===== src/rtl/if_fetch_stage_pkg.sv =====
// -----------------------------------------------------------------------------
// if_fetch_stage_pkg
//   Shared types and constants for the instruction-fetch stage.
//   - if_id_reg     : IF/ID pipeline register layout (same layout as the
//                     pipeline-buffer package: Curr_Pc in the upper bits,
//                     Curr_Instr in the lower 32 bits)
//   - fetch_state_e : fetch controller states
//   - NOP_INSTR     : bubble instruction (addi x0,x0,0)
//   - PC_STEP       : byte increment between sequential fetches
// -----------------------------------------------------------------------------
package if_fetch_stage_pkg;

  localparam int          IF_PC_W   = 9;
  localparam logic [31:0] NOP_INSTR = 32'h0000_0013;
  localparam int unsigned PC_STEP   = 4;

  typedef struct packed {
    logic [IF_PC_W-1:0] Curr_Pc;
    logic [31:0]        Curr_Instr;
  } if_id_reg;

  typedef enum logic [2:0] {
    FETCH,   // request outstanding on the port
    WAIT,    // granted, waiting for the response
    HOLD,    // response parked in the skid buffer behind a stall
    DRAIN,   // halt seen with a fetch in flight; swallow its response
    HALTED   // fetch stopped for good
  } fetch_state_e;

endpackage


===== src/rtl/fetch_skid_buf.sv =====
// -----------------------------------------------------------------------------
// fetch_skid_buf
//   One-entry buffer that parks a returned instruction while decode is
//   stalled and IF/ID is already occupied.
//   Ports:
//     clk, rst_n : clock, asynchronous active-low reset
//     load       : capture data_in, mark full
//     unload     : entry consumed, mark empty
//     clear      : drop the entry (flush/halt); wins over load
//     data_in    : entry to park
//     data       : parked entry (meaningful only while full=1)
//     full       : entry valid
// -----------------------------------------------------------------------------
module fetch_skid_buf
  import if_fetch_stage_pkg::*;
(
  input  logic     clk,
  input  logic     rst_n,
  input  logic     load,
  input  logic     unload,
  input  logic     clear,
  input  if_id_reg data_in,
  output if_id_reg data,
  output logic     full
);

  always_ff @(posedge clk or negedge rst_n) begin
    if (!rst_n) begin
      full <= 1'b0;
    end else if (clear) begin
      full <= 1'b0;
    end else if (load) begin
      full <= 1'b1;
    end else if (unload) begin
      full <= 1'b0;
    end
  end

  // NOTE: the payload is deliberately left out of reset; 'full' qualifies
  // every read, so resetting the data would only cost reset fan-out.
  always_ff @(posedge clk) begin
    if (load) begin
      data <= data_in;
    end
  end

endmodule


===== src/rtl/if_fetch_stage.sv =====
// -----------------------------------------------------------------------------
// if_fetch_stage
//   Instruction-fetch stage: owns the PC, issues one fetch at a time over a
//   request/grant/response port, and fills the IF/ID register for decode.
//   Ports:
//     clk, rst_n          : clock, asynchronous active-low reset
//     stall_i             : hold IF/ID, do not hand over new instructions
//     flush_i             : squash IF/ID, skid entry and the in-flight fetch
//     redirect_i          : load redirect_pc_i into the PC, kill in-flight fetch
//     redirect_pc_i       : redirect target
//     halt_i              : stop fetching permanently
//     imem_req_o          : fetch request (address = pc)
//     imem_addr_o         : fetch address
//     imem_gnt_i          : request accepted this cycle
//     imem_rvalid_i       : response valid (at least one cycle after grant)
//     imem_rdata_i        : instruction word
//     if_id_o             : IF/ID register {Curr_Pc, Curr_Instr}
//     if_id_valid_o       : if_id_o holds a real instruction
//     halted_o            : fetch stopped and drained
// -----------------------------------------------------------------------------
module if_fetch_stage
  import if_fetch_stage_pkg::IF_PC_W;
  import if_fetch_stage_pkg::PC_STEP;
  import if_fetch_stage_pkg::if_id_reg;
  import if_fetch_stage_pkg::fetch_state_e;
  import if_fetch_stage_pkg::FETCH;
  import if_fetch_stage_pkg::WAIT;
  import if_fetch_stage_pkg::HOLD;
  import if_fetch_stage_pkg::DRAIN;
  import if_fetch_stage_pkg::HALTED;
#(
  parameter int unsigned       PC_W      = IF_PC_W,
  parameter logic [PC_W-1:0]   RESET_PC  = '0,
  parameter logic [31:0]       NOP_INSTR = if_fetch_stage_pkg::NOP_INSTR
) (
  input  logic            clk,
  input  logic            rst_n,
  input  logic            stall_i,
  input  logic            flush_i,
  input  logic            redirect_i,
  input  logic [PC_W-1:0] redirect_pc_i,
  input  logic            halt_i,
  output logic            imem_req_o,
  output logic [PC_W-1:0] imem_addr_o,
  input  logic            imem_gnt_i,
  input  logic            imem_rvalid_i,
  input  logic [31:0]     imem_rdata_i,
  output if_id_reg        if_id_o,
  output logic            if_id_valid_o,
  output logic            halted_o
);

  localparam if_id_reg BUBBLE = '{Curr_Pc: '0, Curr_Instr: NOP_INSTR};

  fetch_state_e    state_q, state_d;
  logic [PC_W-1:0] pc_q, pc_d;
  logic [PC_W-1:0] pc_inflight_q, pc_inflight_d;
  logic            kill_q, kill_d;
  if_id_reg        if_id_q, if_id_d;
  logic            valid_q, valid_d;

  logic            gnt;
  logic            drop_rsp;
  logic            out_free;
  if_id_reg        rsp_entry;
  logic            skid_load, skid_unload, skid_clear, skid_full;
  if_id_reg        skid_data;

  // Request is masked by rst_n so nothing is asked for while reset is held.
  assign imem_req_o  = (state_q == FETCH) && rst_n;
  assign imem_addr_o = pc_q;
  assign gnt         = imem_req_o && imem_gnt_i;

  // A response is dropped if its fetch was already killed, or if a flush or
  // redirect arrives in the very cycle it returns.
  assign drop_rsp  = kill_q || flush_i || redirect_i;
  assign out_free  = !stall_i || !valid_q;
  assign rsp_entry = '{Curr_Pc: pc_inflight_q, Curr_Instr: imem_rdata_i};

  fetch_skid_buf u_skid (
    .clk     (clk),
    .rst_n   (rst_n),
    .load    (skid_load),
    .unload  (skid_unload),
    .clear   (skid_clear),
    .data_in (rsp_entry),
    .data    (skid_data),
    .full    (skid_full)
  );

  // NOTE: every signal driven here gets a default before any branch, so no
  // path can leave one unassigned and infer a latch.
  always_comb begin
    state_d       = state_q;
    pc_d          = pc_q;
    pc_inflight_d = pc_inflight_q;
    kill_d        = kill_q;
    skid_load     = 1'b0;
    skid_unload   = 1'b0;
    skid_clear    = 1'b0;
    // With no new instruction, IF/ID holds under stall and bubbles otherwise.
    if_id_d       = stall_i ? if_id_q : BUBBLE;
    valid_d       = stall_i && valid_q;

    if (halt_i) begin
      // Halt outranks redirect, flush and grant.
      kill_d     = 1'b0;
      skid_clear = 1'b1;
      if_id_d    = BUBBLE;
      valid_d    = 1'b0;
      case (state_q)
        FETCH:       state_d = gnt ? DRAIN : HALTED;
        WAIT, DRAIN: state_d = imem_rvalid_i ? HALTED : DRAIN;
        default:     state_d = HALTED;
      endcase
    end else begin
      case (state_q)
        FETCH: begin
          if (gnt) begin
            state_d       = WAIT;
            pc_inflight_d = pc_q;
            pc_d          = pc_q + PC_W'(PC_STEP);
            kill_d        = flush_i || redirect_i;
          end
          if (redirect_i) pc_d = redirect_pc_i;
        end
        WAIT: begin
          if (redirect_i) pc_d = redirect_pc_i;
          if (imem_rvalid_i) begin
            kill_d  = 1'b0;
            state_d = FETCH;
            if (!drop_rsp) begin
              if (out_free) begin
                if_id_d = rsp_entry;
                valid_d = 1'b1;
              end else begin
                skid_load = 1'b1;
                state_d   = HOLD;
              end
            end
          end else begin
            kill_d = drop_rsp;
          end
        end
        HOLD: begin
          if (redirect_i) pc_d = redirect_pc_i;
          if (flush_i) begin
            state_d = FETCH;
          end else if (!stall_i) begin
            skid_unload = 1'b1;
            if_id_d     = skid_data;
            valid_d     = skid_full;
            state_d     = FETCH;
          end
        end
        DRAIN: begin
          if (imem_rvalid_i) state_d = HALTED;
        end
        default: begin
        end
      endcase

      // Flush beats stall and any data arriving this cycle.
      if (flush_i) begin
        if_id_d    = BUBBLE;
        valid_d    = 1'b0;
        skid_clear = 1'b1;
      end
    end
  end

  // NOTE: state registers use non-blocking assignments so every flop samples
  // the pre-edge values regardless of statement order.
  always_ff @(posedge clk or negedge rst_n) begin
    if (!rst_n) begin
      state_q       <= FETCH;
      pc_q          <= RESET_PC;
      pc_inflight_q <= RESET_PC;
      kill_q        <= 1'b0;
      if_id_q       <= BUBBLE;
      valid_q       <= 1'b0;
    end else begin
      state_q       <= state_d;
      pc_q          <= pc_d;
      pc_inflight_q <= pc_inflight_d;
      kill_q        <= kill_d;
      if_id_q       <= if_id_d;
      valid_q       <= valid_d;
    end
  end

  assign if_id_o       = if_id_q;
  assign if_id_valid_o = valid_q;
  assign halted_o      = (state_q == HALTED);

endmodule


===== config.mk =====
export PLATFORM = sky130hd
export DESIGN_NAME = if_fetch_stage
export DESIGN_NICKNAME = d
export VERILOG_FILES = /design/src/rtl/if_fetch_stage_pkg.sv /design/src/rtl/fetch_skid_buf.sv /design/src/rtl/if_fetch_stage.sv
export SDC_FILE = /design/constraint.sdc
export NUM_CORES = 1
export LEC_CHECK = 0
export ABC_AREA = 1
export BUFFER_PORTS_ARGS = -buffer_cell sky130_fd_sc_hd__buf_2
export CORE_MARGIN = 2
export CORE_UTILIZATION = 30
export CTS_CLUSTER_DIAMETER = 40
export DETAILED_ROUTE_END_ITERATION = 12
export PLACE_DENSITY = 0.49
export SYNTH_ARGS = -nofsm -noshare
export SYNTH_HDL_FRONTEND = slang
export SYNTH_SLANG_ARGS = --single-unit

===== constraint.sdc =====
create_clock -name clk -period 5.8 [get_ports clk]
set_clock_uncertainty 0.1 [all_clocks]
set_input_delay 1.16 -clock clk [delete_from_list [all_inputs] [get_ports clk]]
set_output_delay 1.16 -clock clk [all_outputs]
set_load 0.005 [all_outputs]

* Word-level counts from Yosys, hierarchy flattened
Index checks and enable logic that the tools add are counted.
** Operators by class
- Bitwise gates (word level) :: 1
- Muxes and demuxes :: 49
- Reduce and logical (&&, ||, !) cells :: 20
- Eq/ne operators :: 10
- $add $sub $neg :: 1
** Operators by type and width (count)
- $mux W41 :: 7
- $pmux W41 S2 :: 1
- $mux W9 :: 3
- $mux W3 :: 8
- $mux W1 :: 23
- $pmux W9 S2 :: 1
- $ne A3 B3 Y1 const B :: 4
- $pmux W3 S4 :: 1
- $add A9 B3 Y9 const B :: 1
- $eq A3 B2 Y1 const B :: 2
- $pmux W3 S2 :: 1
- $reduce_bool A3 Y1 :: 2
- $reduce_and A5 Y1 :: 1
- $reduce_bool A5 Y1 :: 1
- $logic_or A1 B1 Y1 :: 4
- $mux W2 :: 2
- $ne A4 B4 Y1 const B :: 1
- $pmux W1 S2 :: 2
- $reduce_and A4 Y1 :: 1
- $reduce_or A2 Y1 :: 2
- $eq A3 B1 Y1 const B :: 1
- $eq A3 B3 Y1 const B :: 1
- $logic_and A1 B1 Y1 :: 3
- $logic_not A3 Y1 :: 1
- 6 further kinds :: 7
** Storage, ports and cells
- Output and inout bits :: 53
- Register bits :: 106
- Input bits :: 49
- Logic and storage cells :: 91

* Depth between registers and ports, before layout
- Word-level depth :: 9
- Gate-level depth with buffers :: 10
- Mapped depth without buffers :: 9

* Cells and area by module
From an unflattened synthesis, not the netlist that was laid out.
** Unflattened totals
- Cell total of the unflattened synthesis :: 766
- Area total of the unflattened synthesis :: 5865.6 um^2
** By module, submodules not included
- if_fetch_stage :: times used 1, cells an instance 720, area each 4589.4 um^2
- fetch_skid_buf :: times used 1, cells an instance 46, area each 1276.2 um^2

* Worst setup path after synthesis
Ideal clock, no wire load.
- Kind :: in2reg
- From :: input stall_i
- To :: register u_skid.data[0] (netlist bit) (enable)
- Data required time :: 5.305 ns
- Setup slack :: 2.774 ns
- Arrival time :: 2.531 ns
- Path buffers :: 1
- Library setup time :: 0.395 ns
- Stages on the path :: 5
- Cell sequence :: nand2_1 -> buf_2 -> nor3_1 -> nand3_1 -> inv_1
** Between the ends
- Cells in the longest elaborated chain, start to end :: 7
** RTL lines
- start, declared :: RTL line if_fetch_stage.sv:38 : input logic stall_i,
- $logic_not A1 Y1
- $logic_or A1 B1 Y1 :: RTL line if_fetch_stage.sv:77 : assign out_free = !stall_i || !valid_q;
- $mux W1 :: RTL line if_fetch_stage.sv:133 : if (out_free) begin
- $mux W1 :: RTL line if_fetch_stage.sv:132 : if (!drop_rsp) begin
- $mux W1 :: RTL line if_fetch_stage.sv:129 : if (imem_rvalid_i) begin
- $mux W1 :: RTL line if_fetch_stage.sv:117 : case (state_q)
- $mux W1 :: RTL line if_fetch_stage.sv:105 : if (halt_i) begin
- via skid_load :: RTL line if_fetch_stage.sv:66 : logic skid_load, skid_unload, skid_clear, skid_full;
- end signal, assigned :: RTL line fetch_skid_buf.sv:43 : data <= data_in;
- end, declared :: RTL line fetch_skid_buf.sv:23 : output if_id_reg data,
The timed path passes the listed nets, and every way through them passes these cells.
A chain may end at the register's enable or synchronous reset.

* Final worst setup path
- From :: input rst_n
- To :: output imem_req_o
** Between the ends
- Cells in the longest elaborated chain, start to end :: 1
** RTL lines
- start, declared :: RTL line if_fetch_stage.sv:37 : input logic rst_n,
- $logic_and A1 B1 Y1 :: RTL line if_fetch_stage.sv:70 : assign imem_req_o = (state_q == FETCH) && rst_n;
- end, declared :: RTL line if_fetch_stage.sv:43 : output logic imem_req_o,
Every way passes these cells.

==> impl_metrics.json <==
{
  "h-tree-depth": 3,
  "post_cts_buffers": 0,
  "clk_latency_ns": 0.35,
  "cp_top_family": "buffers and inverters",
  "drive_gt1_frac": 0.2926,
  "critPathBufInv": 3,
  "power_leakage_nw": 3.166,
  "die_area_mm2": 0.01969,
  "antenna_found_initial": 0,
  "syn_to_final_growth_pct": 16.92,
  "start_kind": "input port",
  "start_util": 0.3082,
  "cts_hold_buf": 0,
  "grtUsageTotal": 0.1607,
  "setup_viol": 0,
  "cp-end-kind": "output pin",
  "die_y_um": 140.3,
  "clk_pin_slew_worst_paths_ns": 0.07,
  "grt.overflow.total": 0,
  "num_rows": 49,
  "p_per_area_mw_per_mm2": 364.7,
  "synth_ff_type": "dfrtp_1",
  "layout_commonest_cell": "nand2_1",
  "yosys_warnings": 0,
  "slowest_stage": "buf_4",
  "fin_crit_sh": 0.6380,
  "cts_made_buffers": 9,
  "yosysTopAreaCell": "dfrtp_1",
  "synth_area_per_cell_um2": 8.764,
  "routed_wl_um": 15220,
  "ys_ff_latch": 106,
  "fill_cells": 1877,
  "fin_area_mm2": 0.006518,
  "synth_edf_count": 41,
  "grt_pass1_vias": 4618,
  "core_area_mm2": 0.01809,
  "relSlewSlack": 0.3082,
  "path_class": "input port to output pin",
  "layout_common_cells": "nand2_1 (194), buf_2 (100), nand3_1 (73)",
  "vias": 4548,
  "max_freq_ghz": 0.2702,
  "syn_inst": 636,
  "drtPass1Iterations": 5,
  "gp_congestion": 0.7628,
  "rsz0062_at_grt": "false",
  "area.sequential_mm2": 0.002861,
  "cpPeakStageDelay_ns": 0.67,
  "cts_resized": 0,
  "drt-initial-drc-count": 336,
  "worst_slew_pin_slew_ns": 1.038,
  "syn_nets": 686,
  "multiInputGateArea_mm2": 0.002215,
  "grt_first_pass_wirelength_um": 24620,
  "drv_cap": 0,
  "drv_slew": 0,
  "crit_required_ns": 4.54,
  "clockRootBuffer": "clkbuf_16",
  "drt-wirelength-per-cell_um": 15.90,
  "final_hold_viol_count": 0,
  "holdCritPathClass": "register to register",
  "numPortBuffers": 101,
  "nets": 773,
  "ir_worst_vdd_uv": 153.1,
  "io_pins": 102,
  "antenna_left": 0,
  "die_w_um": 140.3,
  "cts_tree": "yes",
  "yosys.area.top_type_share": 0.2783,
  "clk_path_buf_depth": 2,
  "synth_area_mm2": 0.005574,
  "synth_area_leaders": "dfrtp_1 (28%), edfxtp_1 (22%), nand2_1 (13%), nand3_1 (6.6%), inv_1 (4.8%)",
  "yosysSeqAreaShare": 0.5134,
  "path_max_fanout": 66,
  "antenna_cells": 0,
  "yosysUniqueCellTypes": 41,
  "placed_area_mm2": 0.006227,
  "drc": 0,
  "cts.sinks": 106,
  "period_minus_slack_ns": 3.700,
  "async_flop_share": 0.6132,
  "finalSetupTns_ns": 0,
  "grt_start_max_net_pins": 67,
  "hpwl_um": 9723,
  "status": "finished, final reports clean",
  "via_per_inst": 4.752,
  "crit_chain": "buf_4 > inv_1 > nor2_4 > buf_2",
  "worstPathArrival_ns": 2.44
}
## final timing paths
check / from / endpoint / slack [ns] / cells past startpoint
worst max-delay path: rst_n / imem_req_o / 2.10 / 4
worst min-delay path: pc_inflight_q[3] / u_skid.data[35] / 0.38 / 0
worst max register to register: if_id_valid_o / if_id_o[35] / 3.05 / 7
worst min register to register: pc_inflight_q[3] / u_skid.data[35] / 0.38 / 0
max in group asynchronous: rst_n / imem_addr_o[1] / 4.17 / 1
min in group asynchronous: rst_n / state_q[0] / 0.84 / 1
## synth_stat cells, types with 2 or more instances
master / n
nand3_4: 2
nand2_4: 2
a21oi_1: 14
o211ai_1: 3
nand3_2: 10
nand2_1: 194
dfstp_2: 3
nor2_4: 2
o21ai_0: 17
buf_2: 10
or2_2: 3
buf_6: 5
a21oi_2: 24
buf_1: 2
nor2_1: 10
buf_4: 3
a21boi_0: 16
nor2_2: 3
nand3_1: 73
inv_2: 14
edfxtp_1: 41
nor3_1: 3
o21ai_1: 3
o21ai_2: 20
nand2_2: 3
or2_1: 2
inv_1: 72
clkbuf_1: 8
dfrtp_1: 62
## per-stage QoR
step / setup slack (ns) / power [mW] / cells / hold WS [ns] / utilization
floorplan: 2.774 / 1.561 / 636 / 0.3469 / -
global placement: 2.029 / 1.775 / 941 / 0.3600 / 0.3443
detailed placement: 2.009 / 1.790 / 941 / 0.3676 / 0.3443
CTS: 2.008 / 2.407 / 957 / 0.3837 / 0.3604
global route: 1.873 / 2.562 / 957 / 0.3985 / 0.3604
finish: 2.100 / 2.377 / 957 / 0.3824 / 0.3604
## worst register-to-register path, cell delays in order (launching register included)
cell,delay [ns]
dfrtp_1,0.39
nand2_1,0.38
buf_4,0.37
nand4_2,0.59
inv_2,0.55
nand2_1,0.10
nand3_1,0.10
a21oi_2,0.06
## layout make-up
cell class,count,area share
Multi-Input combinational cell,414,0.3398
Inverter,88,0.05126
Timing Repair Buffer,104,0.08140
Sequential cell,106,0.4390
Tap cell,229,0.04396
Clock buffer,11,0.03897
Clock inverter,5,0.005567
## metal layers
metal / global-route usage / wire length (um)
met1: 0.2175 / 7271
met2: 0.2577 / 6992
met3: 0.02735 / 697
met4: 0.06326 / 260
met5: 0 / 0
## state kept, by name (all words and copies together), names as in the netlist
register / count
state_q: 3
if_id_valid_o: 1
imem_addr_o: 9
kill_q: 1
if_id_o: 41
pc_inflight_q: 9
u_skid.full: 1
u_skid.data: 41
## kinds of logic after synthesis
group / synth area share
compound gates: 0.1282
xor+xnor: 0.003143
fa+ha+maj: 0.002244
buf+inv: 0.08979
flops: 0.5134
simple gates: 0.2633
## power breakdown
part,total [mW],internal [mW],switching [mW],leakage (nW)
clock network,0.606,0.320,0.287,0.145
logic,0.783,0.260,0.523,1.79
registers,0.988,0.881,0.107,1.23
No activity file was read; power rests on OpenSTA's default activity.
